--- src/rtl/lcd_pkg.sv ---
// lcd_pkg: shared types and constants for the HD44780 line-read block.
//   state_e  : sequencer states
//   phase_e  : phases of one bus transaction
//   xkind_e  : transaction kind requested from the bus engine
package lcd_pkg;
  typedef enum logic [2:0] {ST_IDLE, ST_WAIT, ST_SET_ADDR, ST_READ, ST_DONE} state_e;
  typedef enum logic [1:0] {PH_SETUP, PH_STROBE, PH_HOLD} phase_e;
  typedef enum logic [1:0] {XK_POLL, XK_CMD, XK_READ} xkind_e;

  localparam logic [7:0] CMD_SET_DDRAM = 8'h80;
  localparam int         BF_BIT        = 7;
endpackage

--- src/rtl/lcd_bus_xact.sv ---
// lcd_bus_xact: tick divider plus one 3-tick LCD bus transaction
// (SETUP, STROBE, HOLD; each exactly TICK_DIV clocks).
//   clk, rst_n      : clock, async active-low reset
//   run_i           : tick counter runs while high, held at 0 otherwise
//   go_i            : launch a transaction; SETUP starts on the next clock
//   rs_i/rw_i/wdata_i : transaction attributes, latched on go_i
//   lcd_db_in_i     : bus sample value
//   tick_o          : one-cycle strobe on counter wrap
//   lcd_*_o         : pin drives
//   rdata_o         : byte sampled on the last clock of STROBE
//   xact_done_o     : one-cycle pulse on the last clock of HOLD
module lcd_bus_xact
  import lcd_pkg::*;
#(
  parameter int TICK_DIV = 50
) (
  input  logic       clk,
  input  logic       rst_n,
  input  logic       run_i,
  input  logic       go_i,
  input  logic       rs_i,
  input  logic       rw_i,
  input  logic [7:0] wdata_i,
  input  logic [7:0] lcd_db_in_i,
  output logic       tick_o,
  output logic       lcd_rs_o,
  output logic       lcd_rw_o,
  output logic       lcd_e_o,
  output logic [7:0] lcd_db_out_o,
  output logic       lcd_db_oe_o,
  output logic [7:0] rdata_o,
  output logic       xact_done_o
);
  localparam int CW = (TICK_DIV > 1) ? $clog2(TICK_DIV) : 1;

  logic [CW-1:0] cnt_q;
  logic          active_q;
  phase_e        phase_q;
  logic          rs_q, rw_q, oe_q;
  logic [7:0]    db_q, rdata_q;

  assign tick_o      = run_i && (cnt_q == CW'(TICK_DIV - 1));
  assign xact_done_o = active_q && (phase_q == PH_HOLD) && tick_o;

  always_ff @(posedge clk or negedge rst_n) begin
    if (!rst_n) begin
      cnt_q    <= '0;
      active_q <= 1'b0;
      phase_q  <= PH_SETUP;
      rs_q     <= 1'b0;
      rw_q     <= 1'b1;
      oe_q     <= 1'b0;
      db_q     <= 8'h00;
      rdata_q  <= 8'h00;
    end else begin
      if (!run_i || tick_o) cnt_q <= '0;
      else                  cnt_q <= cnt_q + CW'(1);

      // Pin attributes only move at SETUP entry and after HOLD, both with E low.
      if (go_i && !active_q) begin
        active_q <= 1'b1;
        phase_q  <= PH_SETUP;
        rs_q     <= rs_i;
        rw_q     <= rw_i;
        oe_q     <= ~rw_i;
        db_q     <= rw_i ? 8'h00 : wdata_i;
      end else if (active_q && tick_o) begin
        case (phase_q)
          PH_SETUP:  phase_q <= PH_STROBE;
          PH_STROBE: begin
            rdata_q <= lcd_db_in_i;
            phase_q <= PH_HOLD;
          end
          default: begin
            // End of HOLD: release the bus in read mode.
            active_q <= 1'b0;
            phase_q  <= PH_SETUP;
            rs_q     <= 1'b0;
            rw_q     <= 1'b1;
            oe_q     <= 1'b0;
            db_q     <= 8'h00;
          end
        endcase
      end
    end
  end

  assign lcd_e_o      = active_q && (phase_q == PH_STROBE);
  assign lcd_rs_o     = rs_q;
  assign lcd_rw_o     = rw_q;
  assign lcd_db_oe_o  = oe_q;
  assign lcd_db_out_o = db_q;
  assign rdata_o      = rdata_q;
endmodule

--- src/rtl/lcd_line_read.sv ---
// lcd_line_read: reads len characters starting at DDRAM address addr from
// an HD44780 LCD (set-address command, then auto-incrementing data reads).
//   clk, rst_n        : clock, async active-low reset
//   start/addr/len    : request (len clamped to MAX_LEN, len=0 completes at once)
//   busy/done         : request status; done is a one-cycle pulse
//   char_out/char_valid/char_idx : one strobe per character read
//   lcd_rs/lcd_rw/lcd_e/lcd_db_out/lcd_db_oe/lcd_db_in : LCD pins
// Build option LCD_READ_BF_POLL_EN: the gap before every transaction polls
// the busy flag instead of idling WAIT_TICKS ticks.
module lcd_line_read
  import lcd_pkg::*;
#(
  parameter int TICK_DIV   = 50,
  parameter int WAIT_TICKS = 40,
  parameter int MAX_LEN    = 16
) (
  input  logic       clk,
  input  logic       rst_n,
  input  logic       start,
  input  logic [6:0] addr,
  input  logic [4:0] len,
  output logic       busy,
  output logic       done,
  output logic [7:0] char_out,
  output logic       char_valid,
  output logic [3:0] char_idx,
  output logic       lcd_rs,
  output logic       lcd_rw,
  output logic       lcd_e,
  output logic [7:0] lcd_db_out,
  output logic       lcd_db_oe,
  input  logic [7:0] lcd_db_in
);
  localparam logic [4:0] MAX_LEN_W = 5'(MAX_LEN);

  state_e     state_q, state_d;
  logic [6:0] addr_q, addr_d;
  logic [4:0] len_q, len_d;
  logic [4:0] cnt_q, cnt_d;
  logic       sent_q, sent_d;     // address command already issued
  logic [7:0] char_q, char_d;
  logic       cv_q, cv_d;
  logic [3:0] idx_q, idx_d;

  logic       go, tick, xdone;
  xkind_e     kind;
  logic [7:0] rdata;

  state_e     nxt_state;
  xkind_e     nxt_kind;
  assign nxt_state = sent_q ? ST_READ : ST_SET_ADDR;
  assign nxt_kind  = sent_q ? XK_READ : XK_CMD;

`ifndef LCD_READ_BF_POLL_EN
  localparam int WW = $clog2(WAIT_TICKS + 1);
  logic [WW-1:0] wait_q, wait_d;
`endif

  always_comb begin
    state_d = state_q;
    addr_d  = addr_q;
    len_d   = len_q;
    cnt_d   = cnt_q;
    sent_d  = sent_q;
    char_d  = char_q;
    cv_d    = 1'b0;
    idx_d   = idx_q;
    go      = 1'b0;
    kind    = XK_POLL;
`ifndef LCD_READ_BF_POLL_EN
    wait_d  = wait_q;
`endif
    case (state_q)
      ST_IDLE: if (start) begin
        if (len == 5'd0) begin
          state_d = ST_DONE;
        end else begin
          addr_d  = addr;
          len_d   = (len > MAX_LEN_W) ? MAX_LEN_W : len;
          cnt_d   = 5'd0;
          sent_d  = 1'b0;
          state_d = ST_WAIT;
`ifdef LCD_READ_BF_POLL_EN
          go      = 1'b1;
`else
          wait_d  = '0;
`endif
        end
      end
      ST_WAIT: begin
`ifdef LCD_READ_BF_POLL_EN
        // Poll result is valid at the end of HOLD; launch straight into the
        // next transaction so phases stay aligned to tick boundaries.
        if (xdone) begin
          go = 1'b1;
          if (!rdata[BF_BIT]) begin
            kind    = nxt_kind;
            state_d = nxt_state;
          end
        end
`else
        if (tick) begin
          if (wait_q == WW'(WAIT_TICKS - 1)) begin
            go      = 1'b1;
            kind    = nxt_kind;
            state_d = nxt_state;
          end else begin
            wait_d = wait_q + WW'(1);
          end
        end
`endif
      end
      ST_SET_ADDR: if (xdone) begin
        sent_d  = 1'b1;
        state_d = ST_WAIT;
`ifdef LCD_READ_BF_POLL_EN
        go      = 1'b1;
`else
        wait_d  = '0;
`endif
      end
      ST_READ: if (xdone) begin
        char_d = rdata;
        cv_d   = 1'b1;
        idx_d  = cnt_q[3:0];
        cnt_d  = cnt_q + 5'd1;
        if (cnt_d == len_q) begin
          state_d = ST_DONE;
        end else begin
          state_d = ST_WAIT;
`ifdef LCD_READ_BF_POLL_EN
          go      = 1'b1;
`else
          wait_d  = '0;
`endif
        end
      end
      ST_DONE: state_d = ST_IDLE;
      default: state_d = ST_IDLE;
    endcase
  end

  always_ff @(posedge clk or negedge rst_n) begin
    if (!rst_n) begin
      state_q <= ST_IDLE;
      addr_q  <= 7'h00;
      len_q   <= 5'd0;
      cnt_q   <= 5'd0;
      sent_q  <= 1'b0;
      char_q  <= 8'h00;
      cv_q    <= 1'b0;
      idx_q   <= 4'd0;
`ifndef LCD_READ_BF_POLL_EN
      wait_q  <= '0;
`endif
    end else begin
      state_q <= state_d;
      addr_q  <= addr_d;
      len_q   <= len_d;
      cnt_q   <= cnt_d;
      sent_q  <= sent_d;
      char_q  <= char_d;
      cv_q    <= cv_d;
      idx_q   <= idx_d;
`ifndef LCD_READ_BF_POLL_EN
      wait_q  <= wait_d;
`endif
    end
  end

  lcd_bus_xact #(.TICK_DIV(TICK_DIV)) u_xact (
    .clk          (clk),
    .rst_n        (rst_n),
    .run_i        (state_q != ST_IDLE),
    .go_i         (go),
    .rs_i         (kind == XK_READ),
    .rw_i         (kind != XK_CMD),
    .wdata_i      (CMD_SET_DDRAM | {1'b0, addr_q}),
    .lcd_db_in_i  (lcd_db_in),
    .tick_o       (tick),
    .lcd_rs_o     (lcd_rs),
    .lcd_rw_o     (lcd_rw),
    .lcd_e_o      (lcd_e),
    .lcd_db_out_o (lcd_db_out),
    .lcd_db_oe_o  (lcd_db_oe),
    .rdata_o      (rdata),
    .xact_done_o  (xdone)
  );

  assign busy       = (state_q != ST_IDLE) && (state_q != ST_DONE);
  assign done       = (state_q == ST_DONE);
  assign char_out   = char_q;
  assign char_valid = cv_q;
  assign char_idx   = idx_q;
endmodule

--- config.mk ---
export PLATFORM = sky130hd
export DESIGN_NAME = lcd_line_read
export DESIGN_NICKNAME = d
export VERILOG_FILES = /design/src/rtl/lcd_pkg.sv /design/src/rtl/lcd_bus_xact.sv /design/src/rtl/lcd_line_read.sv
export SDC_FILE = /design/constraint.sdc
export NUM_CORES = 1
export LEC_CHECK = 0
export CAP_MARGIN = 0
export CORE_UTILIZATION = 28
export DETAILED_ROUTE_END_ITERATION = 6
export PLACE_DENSITY_LB_ADDON = 0.12
export REMOVE_ABC_BUFFERS = 1
export SLEW_MARGIN = 20
export SYNTH_ARGS = -nofsm -noshare
export SYNTH_HDL_FRONTEND = slang
export SYNTH_SLANG_ARGS = --single-unit
--- constraint.sdc ---
create_clock -name clk -period 2.6 [get_ports clk]
set_input_delay 0.78 -clock clk [delete_from_list [all_inputs] [get_ports clk]]
set_output_delay 0.78 -clock clk [all_outputs]
set_load 0.005 [all_outputs]
# After elaboration in Yosys (flattened, before gate mapping)
# Index checks and enable logic that the tools add are counted.
# totals
reg_bits	68
in_bits	23
output_inout_bits	27
elab_cells	123
# op_classes
n_addsub	3
order_cmp	1
n_eq_ne	21
n_mux	51
bitwise_logic	3
n_reduce_logical	27
# ops
op	count
6-bit 2-to-1 mux	8
8-bit 2-to-1 mux	4
6-bit case mux with 4 select lines	1
3-bit 2-to-1 mux	7
5-bit 2-to-1 mux	4
1-bit 2-to-1 mux	17
6-bit by 1-bit adder with 6-bit output (second input constant)	2
6-bit == test (second input constant)	2
2-bit 2-to-1 mux	6
3-bit case mux with 4 select lines	1
2-bit by 1-bit != test with 1-bit output (second input constant)	5
2-bit != test (second input constant)	5
5-bit case mux with 2 select lines	1
4-bit AND reduction	2
8-bit AND reduction	1
1-bit logical AND	7
3-bit by 2-bit == test with 1-bit output (second input constant)	2
3-bit AND reduction	2
2-bit nonzero test	3
5-bit by 1-bit adder with 5-bit output (second input constant)	1
5-bit == test	1
5-bit > comparator (second input constant)	1
5-bit logical NOT	1
5-bit AND reduction	1
16 further kinds	21

# Longest topological paths before layout
# depth
word_depth	7
mapped_depth	8

# By module
# Synthesis repeated with hierarchy kept, for this count alone.
# hier_totals
cells_unflattened	319
hier_area_um2	3246.9
# modules_own_cells
module	n_inst	cells_each	area_per_inst_um2	seq_area_each_um2
lcd_line_read	1	203	1966.9	1001.0
lcd_bus_xact	1	116	1280.0	701.9

# Worst setup path after synthesis
# Ideal clock, no wire load.
# synth_path
path_type	reg2reg
start	register cnt_q[0]
end	register wait_q[1]
setup_time_ns	0.125
arrival_ns	2.044
required_ns	2.475
slack_ns	0.431
path_stages_with_launch	9
path_cell_list	dfrtp_1 -> ha_1 -> nor3b_1 -> o21ai_1 -> o21ai_0 -> o2111a_1 -> or3b_1 -> buf_6 -> mux2_4
# synth_between
elab_chain_cells	4
# synth_lines
element	line	source
start, declared	lcd_line_read.sv:39	logic [4:0] cnt_q, cnt_d;
start signal, assigned	lcd_line_read.sv:160	cnt_q <= cnt_d;
5-bit by 1-bit adder with 5-bit output	lcd_line_read.sv:126	cnt_d = cnt_q + 5'd1;
5-bit == test	lcd_line_read.sv:127	if (cnt_d == len_q) begin
2-bit != test (no source line)	-	
8-bit AND reduction (no source line)	-	
end signal, assigned	lcd_line_read.sv:166	wait_q <= wait_d;
end, declared	lcd_line_read.sv:56	logic [WW-1:0] wait_q, wait_d;
# Every way passes these cells.
# A chain may end at the register's enable or synchronous reset.

# Worst setup path in the final report
# layout_path
start	register state_q[1]
end	output done
# layout_between
elab_chain_cells	1
# layout_lines
element	line	source
start, declared	lcd_line_read.sv:36	state_e state_q, state_d;
start signal, assigned	lcd_line_read.sv:157	state_q <= state_d;
3-bit == test	lcd_line_read.sv:191	assign done = (state_q == ST_DONE);
end, declared	lcd_line_read.sv:23	output logic done,
# Every way passes these cells.

==> summary.md <==
| Metric | Value |
|---|---|
| Final min period | `2522 ps` |
| Fraction of registers with async set/reset | `1.000` |
| Post-Route WL | `6712 µm` |
| Ys Warns | `0` |
| Critical path peak fanout | `7` |
| Post-DR wirelength/cell | `14.16 µm` |
| DR DRC count | `0` |
| Area delta synth->final | `31.08%` |
| Vias in the first global route | `2,225` |
| Starting Density | `0.2868` |
| Gate Count Post-Synth | `264` |
| Max-slew violations | `0` |
| # rows | `38` |
| Fill count | `1,062` |
| Critical Path AT | `1740 ps` |
| Crit share post-route | `0.9699` |
| Nets | `356` |
| Final ANT Viol Nets | `0` |
| Cell Area, Synth | `0.003095 mm²` |
| Slew at the pin with the worst max-slew slack | `464.6 ps` |
| Reg clk slew, reported paths | `80 ps` |
| Slew HR | `0.6902` |
| Setup Buffers After CTS | `0` |
| Commonest non-fill, non-tap cells in the layout | `dfrtp_1 (66), clkdlybuf4s50_1 (48), nor2_1 (22)` |
| I/O pins | `50` |
| Worst skew pair latency | `340 ps` |
| Worst VDD drop | `0.3452 mV` |
| Detailed Route Iter0 Violations | `100` |
| Most used DFF post-synth | `dfrtp_1` |
| Via count | `2,148` |
| Pin count of the biggest net entering global routing | `68` |
| CP endpoint kind | `primary output` |
| Max-cap violations | `0` |
| Hold Vio Cnt, Final | `0` |
| First-pass GRT wire length | `11,290 µm` |
| GPL Wtd Cong | `0.7246` |
| CP Launch Point | `state_q[1]$_DFFE_PN0P_` |
| PortBufs | `49` |
| Footprint of the multi-input gates | `0.001339 mm²` |
| Reg area | `0.001678 mm²` |
| Final Skew | `12.48 ps` |
| Clk sinks | `67` |
| Reg2Reg Setup Slack | `330 ps` |
| R2R cell count | `7` |
| Share of cells above drive strength 1 | `0.1976` |
| Levels on crit path | `3` |
| Worst path required time | `1820 ps` |
| Worst r2r dst | `wait_q[1]$_DFFE_PN0P_` |
| Mean Syn Cell Area | `11.73 µm²` |
| Number of flops mapped to enable cells by yosys | `0` |
| Pwr per Cell Area | `740.2 mW/mm²` |
| Pleak | `1.822 nW` |
| Initial antenna violation count | `0` |
| Cell Chain, Critical Path | `nor2_4 -> and2_1 -> clkdlybuf4s50_1` |
| First-pass iteration count of the detailed router | `4` |
| Number of vias per cell | `4.532` |
| Seq/Total Area, Yosys | `0.5420` |
| CP max stage delay | `520 ps` |
| Remaining Overflow, GRT | `0` |
| Most common cell after layout, fill and taps aside | `dfrtp_1` |
| WP buf/inv | `1` |
| Fin area | `0.004058 mm²` |
| Worst Setup Start Kind | `flip-flop` |
| CTS Root Cell | `clkbuf_8` |
| Final setup violating endpoints | `0` |
| Die ar. | `0.01148 mm²` |
| Die height | `107.1 µm` |
| Worst path slowest cell | `dfrtp_1` |
| FF+latch count, synth | `67` |
| Total GRT Usage | `0.1301` |
| # H-tree levels | `3` |
| Synth cell types | `56` |
| Ant diodes | `0` |
| Critical R2R Launch | `cnt_q[0]$_DFFE_PN0P_` |
| CTS Buf Count | `9` |
| Area post-placement | `0.003830 mm²` |
| CTS max path bufs | `2` |
| CP Capture Point | `done` |
| HP Class | `in2async` |
| Core Box Area | `0.01079 mm²` |
| Critical path type | `reg2out` |
| Outcome | `complete, no violations` |
| RSZ-0062 raised after global routing | `false` |
| Die X | `107.1 µm` |
| Family with the most delay on the worst path | `flip-flops` |
| Hpwl dp | `4613 µm` |
| CTS tree | `done` |
| Setup TNS | `0 ps` |
| Fmax | `396.6 MHz` |
==> power breakdown <==
group	leakage (nW)	switching [mW]	total, mW	internal, mW
registers	0.892	0.151	1.36	1.21
logic	0.820	0.314	0.663	0.349
clock network	0.110	0.435	0.981	0.546
total	1.82	0.900	3.00	2.10
==> per-stage QoR <==
stage               cells  hold slack, ps  utilization  setup slack, ps  power (mW)
detailed placement    458           455.8       0.3549            48.98       2.055
CTS                   474           464.1       0.3760            37.89       3.057
finish                474           406.7       0.3760            78.37       3.004
floorplan             257           450.5            -            451.5       1.790
global route          474           477.5       0.3760            16.32       3.211
global placement      458           453.4       0.3549            49.13       2.043
==> timing repair <==
item | CTS | global route
setup endpoints to repair | 1 | 0
hold buffers | 0 | 0
resized for setup | 1 | 0
==> registers in the layout, indices dropped and copies added, names as in the netlist <==
name	cells
u_xact.lcd_rw_o	1
u_xact.active_q	1
wait_q	6
u_xact.cnt_q	6
u_xact.rdata_o	8
u_xact.lcd_rs_o	1
state_q	3
u_xact.lcd_db_out_o	8
char_out	8
len_q	5
char_valid	1
cnt_q	5
char_idx	4
addr_q	7
sent_q	1
u_xact.phase_q	2
==> kinds of logic after synthesis <==
| group | share of synthesized area |
|---|---|
| compound gates | 0.1059 |
| xor+xnor | 0.03113 |
| flops | 0.5420 |
| simple gates | 0.1710 |
| mux | 0.1067 |
| fa+ha+maj | 0.01617 |
| buf+inv | 0.02708 |
==> metal layers <==
layer  global-route usage  part of all wire
met2               0.1922              0.44
met4              0.06751             0.019
met1               0.1744              0.50
met3              0.03404             0.045
met5                    0                 0
==> synth_stat cells, types with 2 or more instances <==
cell type | count | area share
mux2_2 | 19 | 0.069
o21ai_1 | 6 | 0.0097
nand2b_1 | 5 | 0.010
xnor2_1 | 3 | 0.0085
nor4_1 | 2 | 0.0040
dfrtp_1 | 66 | 0.53
a21oi_1 | 8 | 0.013
o21ai_0 | 12 | 0.019
o2bb2ai_1 | 4 | 0.011
a22o_1 | 9 | 0.025
or3_1 | 2 | 0.0040
buf_4 | 2 | 0.0048
and2_1 | 6 | 0.012
nand3_1 | 8 | 0.013
nor3b_1 | 2 | 0.0048
a21o_1 | 4 | 0.0097
nand2_1 | 18 | 0.022
nor2b_1 | 4 | 0.0081
inv_1 | 7 | 0.0085
ha_1 | 4 | 0.016
buf_2 | 2 | 0.0032
xor2_1 | 8 | 0.023
nor2_1 | 22 | 0.027
mux2_1 | 9 | 0.033
==> layout make-up <==
cell class | instances | share of cell area
multi-input combinational | 182 | 0.3299
clock buffer | 9 | 0.03053
tap | 140 | 0.04317
sequential | 67 | 0.4135
inverter | 8 | 0.007401
timing repair buffer | 61 | 0.1511
clock inverter | 7 | 0.02436
==> worst min-delay path by stage <==
stage / end / cells after the start
6_report: u_xact.cnt_q[3]$_DFF_PN0_ / 2
5_1_grt: u_xact.cnt_q[3]$_DFF_PN0_ / 2
4_1_cts: char_out[7]$_DFFE_PN0P_ / 2
3_5_place_dp: u_xact.lcd_rw_o$_DFFE_PN1P_ / 2
3_3_place_gp: u_xact.lcd_rw_o$_DFFE_PN1P_ / 2
2_1_floorplan: u_xact.lcd_rw_o$_DFFE_PN1P_ / 2
No activity file was read; power rests on OpenSTA's default activity.
